$ cat config.mk
export PLATFORM = sky130hd
export DESIGN_NAME = uart_port_arbiter
export DESIGN_NICKNAME = d
export VERILOG_FILES = /design/src/rtl/uart_port_arbiter.sv
export SDC_FILE = /design/constraint.sdc
export NUM_CORES = 1
export LEC_CHECK = 0
export CORE_MARGIN = 2
export CORE_UTILIZATION = 55
export DETAILED_ROUTE_END_ITERATION = 8
export PLACE_DENSITY_LB_ADDON = 0.2
export SETUP_SLACK_MARGIN = 0.1
export SYNTH_ARGS = -nofsm -noshare
export SYNTH_HDL_FRONTEND = slang
export SYNTH_SLANG_ARGS = --single-unit
export TNS_END_PERCENT = 20
$ cat constraint.sdc
create_clock -name clk -period 2.9 [get_ports clk]
set_input_delay 0.58 -clock clk [delete_from_list [all_inputs] [get_ports clk]]
set_output_delay 0.58 -clock clk [all_outputs]
set_load 0.1 [all_outputs]
$ cat src/rtl/uart_port_arbiter.sv
// uart_port_arbiter
// Shares one host UART port between four device UART ports. A device claims
// the host by pulling its line low (start bit) while the arbiter is idle;
// round-robin picks among simultaneous claimants. The grant is dropped after
// IDLE_CYCLES quiet clocks on both directions. A manual override pins the
// route to man_sel for as long as man_en is held.
// IDLE_CYCLES must fit in CNT_W bits (2**CNT_W > IDLE_CYCLES).

module uart_port_arbiter #(
  parameter int IDLE_CYCLES = 1024,
  parameter int CNT_W       = 11
) (
  input  logic       clk,
  input  logic       rst,
  input  logic       rx_host,
  input  logic [3:0] rx_dev,
  input  logic       man_en,
  input  logic [1:0] man_sel,
  output logic       tx_host,
  output logic [3:0] tx_dev,
  output logic [1:0] sel,
  output logic       grant_valid,
  output logic [2:0] led
);

  typedef enum logic [1:0] {
    IDLE   = 2'd0,
    GRANT  = 2'd1,
    MANUAL = 2'd2
  } state_t;

  localparam logic [CNT_W-1:0] CNT_MAX = CNT_W'(IDLE_CYCLES);
  localparam logic [CNT_W-1:0] CNT_ONE = CNT_W'(1);

  // Round-robin pick: scan base+1, base+2, base+3, base (mod 4) and return
  // {found, index} of the first line that is low.
  function automatic logic [2:0] rr_pick(input logic [1:0] base,
                                         input logic [3:0] lines);
    logic [2:0] res;
    logic [1:0] cand;
    res = 3'b000;
    for (int k = 1; k <= 4; k++) begin
      cand = base + 2'(k);
      if (!res[2] && !lines[cand]) begin
        res = {1'b1, cand};
      end else begin
        res = res;
      end
    end
    return res;
  endfunction

  logic       sync_host_r;
  logic [3:0] sync_dev_r;
  logic       s_host;
  logic [3:0] s_dev;

  state_t           state_r;
  logic [1:0]       last_sel_r;
  logic [CNT_W-1:0] cnt_r;

  state_t           nxt_state_s;
  logic [1:0]       nxt_sel_s;
  logic [1:0]       nxt_last_sel_s;
  logic [CNT_W-1:0] nxt_cnt_s;
  logic             nxt_gv_s;
  logic             nxt_tx_host_s;
  logic [3:0]       nxt_tx_dev_s;
  logic             route_en_s;
  logic [1:0]       route_idx_s;
  logic [2:0]       pick_s;

  // Two-flop synchronizers for all incoming serial lines; idle level is high.
  always_ff @(posedge clk or posedge rst) begin
    if (rst) begin
      sync_host_r <= 1'b1;
      s_host      <= 1'b1;
      sync_dev_r  <= 4'hF;
      s_dev       <= 4'hF;
    end else begin
      sync_host_r <= rx_host;
      s_host      <= sync_host_r;
      sync_dev_r  <= rx_dev;
      s_dev       <= sync_dev_r;
    end
  end

  // Next-state, grant bookkeeping and routing for the following clock.
  always_comb begin
    nxt_state_s    = state_r;
    nxt_sel_s      = sel;
    nxt_last_sel_s = last_sel_r;
    nxt_cnt_s      = cnt_r;
    nxt_gv_s       = 1'b0;
    route_en_s     = 1'b0;
    route_idx_s    = sel;
    pick_s         = rr_pick(last_sel_r, s_dev);

    case (state_r)
      IDLE: begin
        if (man_en) begin
          nxt_state_s = MANUAL;
          nxt_sel_s   = man_sel;
          nxt_gv_s    = 1'b1;
          route_en_s  = 1'b1;
          route_idx_s = man_sel;
        end else if (pick_s[2]) begin
          // Route already on the grant edge so data keeps a fixed latency.
          nxt_state_s = GRANT;
          nxt_sel_s   = pick_s[1:0];
          nxt_gv_s    = 1'b1;
          nxt_cnt_s   = '0;
          route_en_s  = 1'b1;
          route_idx_s = pick_s[1:0];
        end else begin
          nxt_state_s = IDLE;
        end
      end

      GRANT: begin
        if (man_en) begin
          nxt_state_s = MANUAL;
          nxt_sel_s   = man_sel;
          nxt_gv_s    = 1'b1;
          nxt_cnt_s   = '0;
          route_en_s  = 1'b1;
          route_idx_s = man_sel;
        end else if (cnt_r == CNT_MAX) begin
          nxt_state_s    = IDLE;
          nxt_last_sel_s = sel;
          nxt_cnt_s      = '0;
        end else begin
          nxt_gv_s    = 1'b1;
          route_en_s  = 1'b1;
          route_idx_s = sel;
          // Any low level in either direction means the link is still busy.
          if (!s_dev[sel] || !s_host) begin
            nxt_cnt_s = '0;
          end else begin
            nxt_cnt_s = cnt_r + CNT_ONE;
          end
        end
      end

      MANUAL: begin
        nxt_cnt_s = '0;
        if (man_en) begin
          nxt_sel_s   = man_sel;
          nxt_gv_s    = 1'b1;
          route_en_s  = 1'b1;
          route_idx_s = man_sel;
        end else begin
          nxt_state_s    = IDLE;
          nxt_last_sel_s = sel;
        end
      end

      default: begin
        nxt_state_s = IDLE;
        nxt_cnt_s   = '0;
      end
    endcase

    nxt_tx_dev_s = 4'hF;
    if (route_en_s) begin
      nxt_tx_host_s             = s_dev[route_idx_s];
      nxt_tx_dev_s[route_idx_s] = s_host;
    end else begin
      nxt_tx_host_s = 1'b1;
    end
  end

  // State, bookkeeping and every output are registered here.
  always_ff @(posedge clk or posedge rst) begin
    if (rst) begin
      state_r     <= IDLE;
      sel         <= 2'd0;
      last_sel_r  <= 2'd3;
      cnt_r       <= '0;
      grant_valid <= 1'b0;
      tx_host     <= 1'b1;
      tx_dev      <= 4'hF;
      led         <= 3'b000;
    end else begin
      state_r     <= nxt_state_s;
      sel         <= nxt_sel_s;
      last_sel_r  <= nxt_last_sel_s;
      cnt_r       <= nxt_cnt_s;
      grant_valid <= nxt_gv_s;
      tx_host     <= nxt_tx_host_s;
      tx_dev      <= nxt_tx_dev_s;
      led         <= {nxt_gv_s, nxt_sel_s};
    end
  end

endmodule

==> flow_summary_export.csv <==
group,metric,value,unit
timing,setup_viol_count_final,0,
yosys,synth_xor_area_share,0.481,%
global_routing,grt_pass1_vias,1373,
clocking,post_cts_resized,0,
timing,setup_tns,0,ns
run_status,outcome,"finished clean",
worst_hold_path,holdPathStages,0,
power_and_ir_drop,p_leak,0.000895,uW
timing,clock.fmax,422,MHz
yosys,synth_cell_types,48,
yosys,synth-seq-area-share,46.5,%
worst_hold_path,hp-class,"reg2reg",
route,first_pass_iters,4,
clocking,cts_num_sinks,33,
clocking,clock_latency,0.33,ns
placed_design,portBuffers,20,
job,cap_violations,0,
global_routing,overflow,0,
global_routing,grt.total_usage,22.0,%
critical_path,rr_startpoint,"state_r[0]$_DFFE_PP0P_",
die,core-area,3100,sq um
timing,rsz0062_at_grt,"no",
yosys,synth_top_area_cell,"dfstp_2",
yosys,synthMuxAreaShare,5.09,%
yosys,synth_top_flop_cell,"dfstp_2",
critical_path,cp-start-kind,"primary input",
yosys,avgSynthCellArea,10.0,sq um
route,drt_wl_total,3.67,mm
clocking,hold_buffers,0,
yosys,yosys.area_share.simple,18.0,%
yosys,synth_top_area_share,24.5,%
cells_and_area,fin_nets,219,
yosys,syn_inst,182,
power_and_ir_drop,power_density,1010,nW/um^2
placed_design,place_ws,0.227,ns
route,ant_nets,0,
yosys,syn_area,1820,sq um
critical_path,r2r_cells,7,
critical_path,criticalPathCategory,"in2reg",
cells_and_area,post-route-util,68.1,%
worst_hold_path,holdCritStartpoint,"sync_host_r$_DFF_PP1_",
route,drcViolationCount,0,
critical_path,cp-end-kind,"flip-flop",
global_routing,grt_max_degree,22,
worst_hold_path,hold-path-endpoint,"s_host$_DFF_PP1_",
die,chipHeight,61.5,microns
die,start_util,58.7,%
critical_path,path_max_fanout,10,
critical_path,arrival,2.63,ns
cells_and_area,layout-drive-gt1-share,26.5,%
clocking,post_cts_buffers,0,
clocking,htreeDepth,2,
critical_path,cp.required,3.16,ns
critical_path,reg2reg_to,"tx_host$_DFF_PP1_",
cells_and_area,final_design_area_no_fill,2110,sq um
die,ios,21,
timing,fin_worst_skew,0.00291,ns
yosys,synth-async-reset-ratio,100,%
timing,setup_slack,0.529,ns
clocking,cts_root_buf,"clkbuf_4",
placed_design,dp_hpwl,2.63,mm
yosys,synth_top_family_by_area,"compound AO/OA/AOI/OAI gates",
die,die_w,61.5,microns
timing,finalMaxSlewViolations,0,
route,first_iter_violations,63,
cells_and_area,fillers,252,
cells_and_area,diodes,0,
critical_path,reg2reg_slack,0.69,ns
die,die_area,3790,sq um
yosys,synth-seq-cells,33,
yosys,synthesis.nets,198,
yosys,synth-compound-area-share,19.5,%
yosys,synth_area_leaders,"dfstp_2 25%, dfrtp_1 22%, o21ai_0 5.8%, ha_1 4.1%, nand2_1 3.3%",
clocking,clkTransAtPathRegs,0.10,ns
timing,hold_violations,0,
timing,max_slew.worst_pin.slew,0.707,ns
timing,fin_crit,2.37,ns
yosys,synthAdderAreaFrac,4.12,%
clocking,clock_path_buffers,2,
clocking,cts_made_buffers,5,
timing,post-route-period-util,81.8,%
route,via_count,1459,
power_and_ir_drop,ir_worst_vdd,0.558,mV
cells_and_area,area_growth,16.1,%
yosys,synth_edf_count,0,
clocking,cts_tree,"built",
placed_design,gp_congestion,0.934,
yosys,ys_warn_count,0,
global_routing,antenna_found_initial,0,
route,wl_per_cell,14.8,microns
route,vias_per_cell,5.88,
timing,relSlewSlack,52.8,%
placed_design,placedInstanceArea,2010,sq um
die,num_rows,20,
global_routing,grt_pass1_wl,6.05,mm
[worst max-delay path by stage]
stage,to,startpoint,slack [ns]
finish,tx_host$_DFF_PP1_,man_en,0.53
global route,tx_host$_DFF_PP1_,man_en,0.39
CTS,tx_host$_DFF_PP1_,man_en,0.56
detailed placement,tx_host$_DFF_PP1_,man_en,0.23
global placement,tx_host$_DFF_PP1_,man_en,0.33
floorplan,cnt_r[5]$_DFFE_PP0P_,led[1]$_DFF_PP0_,0.63
[metrics by stage]
stage	hold slack, ns	power, uW	instances
6_report	0.363	2140	248
5_1_grt	0.368	2250	248
4_1_cts	0.364	2150	248
3_5_place_dp	0.348	1750	240
3_3_place_gp	0.347	1720	240
2_1_floorplan	0.345	1580	182
[Yosys cell counts (2+ instances only)]
master	n
o21ai_0	21
dfstp_2	17
dfrtp_1	16
nand2_1	16
inv_1	12
nor2_1	10
ha_1	6
nand4_1	6
a21oi_1	5
a31oi_1	5
buf_4	5
and3_1	4
mux2_2	4
nand3_1	4
nor2b_1	4
nor3_1	4
o21ai_1	4
nand2b_1	3
o31ai_1	3
a211o_1	2
buf_2	2
clkbuf_1	2
o2111ai_1	2
[routing by layer]
metal	share of wire [%]	routed length, microns	vias to the layer above	track usage, %
met5	0	0	-	0
met4	1.7	61	0	6.99
met3	5.5	200	9	6.30
met2	50	1840	40	37.4
met1	43	1570	712	27.0
li1	-	-	698	-
[power by group]
group / leakage, uW / switching [uW] / total, uW / internal [uW]
sequential: 0.000394 / 85.5 / 648 / 562
combinational: 0.000447 / 762 / 1100 / 335
clock: 0.0000540 / 158 / 395 / 237
total: 0.000895 / 1010 / 2140 / 1130
[kinds of logic after synthesis]
group           count (synthesis)
compound gates                 52
xor+xnor                        1
fa+ha+maj                       6
buf+inv                        23
flops                          33
mux                             7
simple gates                   60
[cell usage in the layout (no fill, tap or decap), types with 2 or more instances in the layout]
| cell | synthesis | final |
|---|---|---|
| a211o_1 | 2 | 2 |
| o21ai_0 | 21 | 21 |
| nand4_1 | 6 | 6 |
| o21ai_1 | 4 | 4 |
| clkdlybuf4s50_1 | 0 | 9 |
| inv_1 | 12 | 12 |
| buf_4 | 5 | 15 |
| o2111ai_1 | 2 | 2 |
| a21oi_1 | 5 | 5 |
| and3_1 | 4 | 4 |
| nor2_1 | 10 | 10 |
| clkbuf_4 | 0 | 5 |
| nand2b_1 | 3 | 3 |
| a31oi_1 | 5 | 5 |
| nand3_1 | 4 | 4 |
| mux2_2 | 4 | 4 |
| dfstp_2 | 17 | 17 |
| nand2_1 | 16 | 16 |
| nor2b_1 | 4 | 4 |
| nor3_1 | 4 | 4 |
| o31ai_1 | 3 | 3 |
| dfrtp_1 | 16 | 16 |
| ha_1 | 6 | 6 |
[critical path: stages]
cell	delay, ns
clkdlybuf4s50_1	0.60
inv_1	0.24
a21oi_1	0.10
o21ai_1	0.46
o31ai_1	0.18
nor4bb_2	0.34
o22ai_2	0.13
[sequential cells by signal (all words and copies together) (netlist names)]
register     count
cnt_r           11
tx_host          1
s_dev            4
tx_dev           4
state_r          2
sync_dev_r       4
sync_host_r      1
led              2
grant_valid      1
s_host           1
last_sel_r       2
[area by class of cell]
class                   instances  area, sq um  share of cell area, %
clock buffers                   6         62.6                   2.96
clock inverters                 2         38.8                   1.84
inverters                      13         48.8                   2.31
multi-input cells             126          858                   40.6
flip-flops and latches         33          847                   40.1
well taps                      44         55.1                   2.61
repair buffers                 24          203                   9.59
No activity file was read; power rests on OpenSTA's default activity.
